$ cat src/rtl/dff_share_pkg.sv
// Shared types and defaults for the round-robin
// shared-register controller.
package dff_share_pkg;

  localparam int NUM_REQ_DEF = 4;
  localparam int DATA_W_DEF  = 8;
  localparam int CNT_W_DEF   = 16;

  typedef logic [$clog2(NUM_REQ_DEF)-1:0] req_idx_t;

  typedef enum logic {
    ST_EMPTY,
    ST_FULL
  } state_t;

endpackage

$ cat src/rtl/rr_pick.sv
// Combinational round-robin picker: first set
// request at or after ptr, wrapping modulo NUM_REQ.
module rr_pick
  import dff_share_pkg::*;
#(
  parameter int NUM_REQ = NUM_REQ_DEF,
  localparam int IDX_W = $clog2(NUM_REQ)
) (
  input  logic [NUM_REQ-1:0] req,
  input  logic [IDX_W-1:0]   ptr,
  input  logic               en,
  output logic [NUM_REQ-1:0] gnt,
  output logic [IDX_W-1:0]   idx,
  output logic               found
);

  // Scan from ptr upward; the first hit wins.
  always_comb begin
    int j;
    logic [IDX_W-1:0] jj;
    gnt   = '0;
    idx   = '0;
    found = 1'b0;
    j     = 0;
    jj    = '0;
    for (int k = 0; k < NUM_REQ; k++) begin
      j  = (int'(ptr) + k) % NUM_REQ;
      jj = IDX_W'(j);
      if (en && !found && req[jj]) begin
        gnt[jj] = 1'b1;
        idx     = jj;
        found   = 1'b1;
      end
    end
  end

endmodule

$ cat src/rtl/dff_rr_share_ctrl.sv
// Round-robin sharing of one holding register
// among NUM_REQ valid/ready producers.
module dff_rr_share_ctrl
  import dff_share_pkg::*;
#(
  parameter int NUM_REQ = NUM_REQ_DEF,
  parameter int DATA_W  = DATA_W_DEF,
  parameter int CNT_W   = CNT_W_DEF,
  localparam int IDX_W = $clog2(NUM_REQ)
) (
  input  logic                      clk,
  input  logic                      reset,
  input  logic [NUM_REQ-1:0]        req_valid,
  input  logic [NUM_REQ*DATA_W-1:0] req_data,
  output logic [NUM_REQ-1:0]        req_ready,
  output logic                      out_valid,
  output logic [DATA_W-1:0]         out_data,
  output logic [IDX_W-1:0]          out_src,
  input  logic                      out_ready,
  output logic [CNT_W-1:0]          xfer_count
);

  state_t           state;
  state_t           state_d;
  logic [IDX_W-1:0] rr_ptr;
  logic [IDX_W-1:0] gnt_idx;
  logic             found;
  logic             can_load;

  // FULL can reload in the cycle it drains.
  assign can_load  = (state == ST_EMPTY) || out_ready;
  assign out_valid = (state == ST_FULL);

  rr_pick #(
    .NUM_REQ(NUM_REQ)
  ) u_pick (
    .req  (req_valid),
    .ptr  (rr_ptr),
    .en   (can_load && reset),
    .gnt  (req_ready),
    .idx  (gnt_idx),
    .found(found)
  );

  // Next state: load fills, drain without load empties.
  always_comb begin
    state_d = state;
    unique case (state)
      ST_EMPTY: begin
        if (found) state_d = ST_FULL;
      end
      ST_FULL: begin
        if (out_ready && !found) state_d = ST_EMPTY;
      end
      default: state_d = ST_EMPTY;
    endcase
  end

  // State register.
  always_ff @(posedge clk) begin
    if (!reset) state <= ST_EMPTY;
    else        state <= state_d;
  end

  // Shared register, owner, pointer and counter update on a grant.
  always_ff @(posedge clk) begin
    if (!reset) begin
      out_data   <= '0;
      out_src    <= '0;
      rr_ptr     <= '0;
      xfer_count <= '0;
    end else if (found) begin
      out_data   <= req_data[gnt_idx*DATA_W +: DATA_W];
      out_src    <= gnt_idx;
      rr_ptr     <= (gnt_idx == IDX_W'(NUM_REQ-1))
                    ? '0 : gnt_idx + 1'b1;
      xfer_count <= xfer_count + 1'b1;
    end
  end

endmodule

$ cat config.mk
export PLATFORM = sky130hd
export DESIGN_NAME = dff_rr_share_ctrl
export DESIGN_NICKNAME = d
export VERILOG_FILES = /design/src/rtl/dff_share_pkg.sv /design/src/rtl/rr_pick.sv /design/src/rtl/dff_rr_share_ctrl.sv
export SDC_FILE = /design/constraint.sdc
export NUM_CORES = 1
export LEC_CHECK = 0
export ABC_AREA = 1
export CAP_MARGIN = 20
export CELL_PAD_IN_SITES_DETAIL_PLACEMENT = 1
export CELL_PAD_IN_SITES_GLOBAL_PLACEMENT = 1
export CORE_AREA = 5 5 102 80
export DETAILED_ROUTE_END_ITERATION = 10
export DIE_AREA = 0 0 107 85
export PLACE_DENSITY = 0.83
export SETUP_SLACK_MARGIN = 0.3
export SYNTH_ARGS = -nofsm -noshare
export SYNTH_HDL_FRONTEND = slang
export SYNTH_SLANG_ARGS = --single-unit
$ cat constraint.sdc
create_clock -name clk -period 2.3 [get_ports clk]
set_input_delay 0.46 -clock clk [delete_from_list [all_inputs] [get_ports clk]]
set_output_delay 0.46 -clock clk [all_outputs]
set_load 0.1 [all_outputs]
==> results_tabular.tex <==
\begin{tabular}{lr}
\hline
Metric & Value \\
\hline
\multicolumn{2}{l}{\textbf{Outcome}} \\
\quad Run status & finished, violations left \\
\quad Violations in the final reports & setup timing \\
\multicolumn{2}{l}{\textbf{Floorplan}} \\
\quad Placeable Area & 0.00709 mm\^{}2 \\
\quad Horizontal die dimension & 107 um \\
\quad I/O pin total & 70 \\
\quad Y dimension of the die & 85 um \\
\quad Die Outline Area & 0.00910 mm\^{}2 \\
\quad Number of standard-cell rows in the floorplan & 27 \\
\quad Initial core utilization & 29.7\% \\
\multicolumn{2}{l}{\textbf{GRT}} \\
\quad Largest net degree at the start of global routing & 20 \\
\quad Global routing usage summed across all routing layers & 20.6\% \\
\quad Vias in the first global route & 3030 \\
\quad Wire length of the first global-routing pass & 15100 um \\
\quad Initial antenna violation count & 0 \\
\quad Residual overflow from global routing & 0 \\
\multicolumn{2}{l}{\textbf{Timing}} \\
\quad Share of the cycle needed by the critical path after routing & 108\% \\
\quad Setup ws final & -0.179 ns \\
\quad Total setup violations reported at the end of the flow & 29 \\
\quad Layout Skew & 0.0142 ns \\
\quad Timing-limited maximum frequency & 403 MHz \\
\quad Pin slew with the least headroom to its limit & 0.732 ns \\
\quad Number of slew-limit violations in the final report & 0 \\
\quad Unrepaired setup endpoints after global routing & yes \\
\quad Max-slew headroom & 50.8\% \\
\quad Endpoints failing hold & 0 \\
\quad Min Clock Period, post-route & 2.48 ns \\
\multicolumn{2}{l}{\textbf{Clocking}} \\
\quad Clk\_lat worst skew & 0.30 ns \\
\quad TritonCTS clock tree & built \\
\quad Root Driver & sky130\_fd\_sc\_hd\_\_clkbuf\_8 \\
\quad Number of buffers between clock root and the deepest sink & 2 \\
\quad Worst-path clk slew & 0.08 ns \\
\quad Cts-stage hold buffer count & 0 \\
\quad Clock sink total & 29 \\
\quad \# H-tree levels & 2 \\
\quad Clock buffers created by TritonCTS & 5 \\
\multicolumn{2}{l}{\textbf{Placement}} \\
\quad DPL Wire Length & 6060 um \\
\quad Minimum setup slack after placement & -0.310 ns \\
\quad Cell count after placement & 506 \\
\quad Count of input and output buffers & 69 \\
\quad GPL Wtd Cong & 0.866 \\
\multicolumn{2}{l}{\textbf{Synthesis}} \\
\quad Library cells used by synthesis & 30 \\
\quad Synthesized area divided by synthesized cell count & 6.28 um\^{}2 \\
\quad Cell area after technology mapping & 0.00211 mm\^{}2 \\
\quad Post-Synthesis Net Count & 380 \\
\quad Post-Synthesis Cells & 336 \\
\quad Number of register bits inferred by synthesis & 29 \\
\quad Top area cells in the synthesized netlist & sky130\_fd\_sc\_hd\_\_dfxtp\_1 (28\%), sky130\_fd\_sc\_hd\_\_nand3\_1 (14\%), sky130\_fd\_sc\_hd\_\_nand2\_1 (13\%), sky130\_fd\_sc\_hd\_\_inv\_1 (9.1\%), sky130\_fd\_sc\_hd\_\_a21oi\_1 (4.5\%) \\
\quad Post-synthesis sequential area ratio & 27.5\% \\
\quad Share of flip-flops with an asynchronous set or reset after synthesis & 0\% \\
\quad Biggest area consumer among synthesized cells & sky130\_fd\_sc\_hd\_\_dfxtp\_1 \\
\quad Synth warn & 0 \\
\quad Number of enable flip-flop cells after synthesis & 0 \\
\quad Area share of the largest cell type after synthesis & 27.5\% \\
\quad Primary flip-flop cell chosen by synthesis mapping & sky130\_fd\_sc\_hd\_\_dfxtp\_1 \\
\multicolumn{2}{l}{\textbf{Finish}} \\
\quad Layout overhead on the synthesized area & 83.5\% \\
\quad Post-layout instance count excluding filler cells & 541 \\
\quad Layout net count & 497 \\
\quad Fraction of final layout cells sized beyond drive strength 1 & 42.5\% \\
\quad Sequential cell area in the final layout & 601 um\^{}2 \\
\quad Multi-input logic area & 0.00169 mm\^{}2 \\
\quad Antenna cell count & 0 \\
\quad Final cell utilization of the core & 54.6\% \\
\quad \# fillers & 872 \\
\multicolumn{2}{l}{\textbf{Run}} \\
\quad Maximum capacitance violations & 0 \\
\multicolumn{2}{l}{\textbf{Route}} \\
\quad DRC violation total after the first TritonRoute iteration & 143 \\
\quad 1st-pass router iterations & 4 \\
\quad Total routed wirelength & 10500 um \\
\quad Via count & 2881 \\
\quad Number of remaining DRC errors & 0 \\
\quad Wire length per cell & 19.5 um \\
\quad Remaining antenna violation count after routing & 0 \\
\quad Vias per inst & 5.33 \\
\multicolumn{2}{l}{\textbf{Pwr}} \\
\quad Leakage & 1.74 nW \\
\quad Comb power frac & 79.2\% \\
\quad Worst IR Drop VDD & 1.38 mV \\
\quad Sequential share of power & 11.9\% \\
\quad Net Sw Frac & 55.6\% \\
\quad Ratio of total power to cell area & 1680 mW/mm\^{}2 \\
\quad P\_int & 2.89 mW \\
\quad Total net switching power & 3.62 mW \\
\quad Clock power frac & 8.9\% \\
\multicolumn{2}{l}{\textbf{Setup path}} \\
\quad Data arrival time of the worst path & 2.02 ns \\
\quad Worst setup path category & reg2out \\
\quad CP endpoint kind & primary output \\
\quad Worst Path Max Fanout & 6 \\
\quad Critical path launch point type & register \\
\quad Required arrival time at the worst endpoint & 1.84 ns \\
\multicolumn{2}{l}{\textbf{Worst hold path}} \\
\quad Path class of the lowest-slack min-delay path & reg2reg \\
\hline
\end{tabular}
==> cells by family (layout without fill, tap and decap cells) <==
kind of cell / count (synthesis) / in the layout / synth area share (%)
and+or+nand+nor: 186 / 187 / 43.1
buffers and inverters: 65 / 182 / 13.0
AOI/OAI and AO/OA: 47 / 47 / 11.7
DFF: 29 / 29 / 27.5
adders and majority gates: 5 / 5 / 2.97
xor gates and xnor gates: 4 / 4 / 1.66
==> state kept, by name (all words and copies together) (netlist names) <==
name	flops
out_data	8
xfer_count	16
out_valid	1
rr_ptr	2
out_src	2
==> metrics by stage <==
stage / hold WS, ns / power [mW] / TNS [ns] / cell area, um^2
global placement: 0.461 / 4.65 / -3.43 / 3150
global route: 0.507 / 6.85 / -4.51 / 3870
CTS: 0.486 / 5.90 / -0.365 / 3590
floorplan: 0.573 / 3.54 / 0 / 2240
finish: 0.496 / 6.52 / -2.40 / 3870
detailed placement: 0.467 / 4.75 / -7.00 / 3150
==> power by group through the flow <==
stage                     Sequential, mW  Clock, mW  Combinational (mW)
after floorplan                     1.44          0                2.10
after global placement             0.762          0                3.88
after detailed placement           0.761          0                3.99
after CTS                          0.748      0.557                4.60
after global routing               0.780      0.602                5.46
final                              0.776      0.579                5.16
==> cell usage in the layout (no fill, tap or decap), types with 4 or more instances in the layout <==
cell / count
sky130_fd_sc_hd__buf_4: 61
sky130_fd_sc_hd__o21ai_2: 5
sky130_fd_sc_hd__nor2_1: 18
sky130_fd_sc_hd__o21ai_0: 7
sky130_fd_sc_hd__inv_2: 7
sky130_fd_sc_hd__nand2_1: 57
sky130_fd_sc_hd__nor2_4: 7
sky130_fd_sc_hd__ha_1: 4
sky130_fd_sc_hd__dfxtp_1: 19
sky130_fd_sc_hd__a21oi_2: 13
sky130_fd_sc_hd__o21ai_4: 7
sky130_fd_sc_hd__nand3_4: 9
sky130_fd_sc_hd__dfxtp_2: 7
sky130_fd_sc_hd__clkdlybuf4s50_1: 32
sky130_fd_sc_hd__dlygate4sd2_1: 6
sky130_fd_sc_hd__buf_12: 7
sky130_fd_sc_hd__nand3_1: 49
sky130_fd_sc_hd__buf_6: 13
sky130_fd_sc_hd__nand2_4: 7
sky130_fd_sc_hd__nand3_2: 7
sky130_fd_sc_hd__inv_1: 42
sky130_fd_sc_hd__clkbuf_8: 6
sky130_fd_sc_hd__nor3_1: 7
sky130_fd_sc_hd__nand2_2: 15
sky130_fd_sc_hd__a21oi_1: 5
==> final timing paths <==
kind,from,endpoint,slack (ns),cells past startpoint
worst min-delay path,out_src[0],out_src[0],0.50,2
worst max register to register,rr_ptr[0],out_src[1],-0.14,16
worst max-delay path,rr_ptr[0],req_ready[2],-0.18,9
worst min register to register,out_src[0],out_src[0],0.50,2
==> synthesized netlist by cell type (4+ instances only) <==
cell                      number
sky130_fd_sc_hd__a21oi_1      19
sky130_fd_sc_hd__buf_2         4
sky130_fd_sc_hd__dfxtp_1      29
sky130_fd_sc_hd__ha_1          5
sky130_fd_sc_hd__inv_1        51
sky130_fd_sc_hd__nand2_1      73
sky130_fd_sc_hd__nand2_2       6
sky130_fd_sc_hd__nand3_1      57
sky130_fd_sc_hd__nand3_2       6
sky130_fd_sc_hd__nor2_1       22
sky130_fd_sc_hd__nor3_1        9
sky130_fd_sc_hd__o21ai_0      15
sky130_fd_sc_hd__o21ai_1       6
sky130_fd_sc_hd__o22ai_1       4
==> layout make-up <==
cell class                      count  share of cell area, %
Sequential cell                    29                   15.5
Timing Repair Buffer              120                   29.3
Inverter                           54                   5.72
Multi-Input combinational cell    243                   43.7
Clock inverter                      1                  0.776
Tap cell                           87                   2.81
Clock buffer                        7                   2.23
==> what timing repair did <==
item / CTS / global route
gates cloned: 1 / 0
resized for setup: 48 / 59
setup endpoints to repair: 33 / 33
pin swaps: 21 / 23
setup buffers: 20 / 6
==> worst max-delay path: stages, from the launching register on <==
cell,delay [ns]
sky130_fd_sc_hd__dfxtp_4,0.39
sky130_fd_sc_hd__inv_4,0.05
sky130_fd_sc_hd__ha_4,0.26
sky130_fd_sc_hd__inv_4,0.07
sky130_fd_sc_hd__nand3_4,0.08
sky130_fd_sc_hd__buf_6,0.13
sky130_fd_sc_hd__nand3_4,0.11
sky130_fd_sc_hd__nand3_4,0.19
sky130_fd_sc_hd__o21ai_4,0.23
sky130_fd_sc_hd__buf_12,0.20
==> per-layer routing <==
metal,track usage [%],share of wire (%),vias to the layer above
met3,3.80,4.1,34
met4,7.20,3.2,0
li1,-,-,1332
met1,24.0,41,1413
met2,37.7,52,102
met5,0,0,-
(Power assumes the default switching activity.)
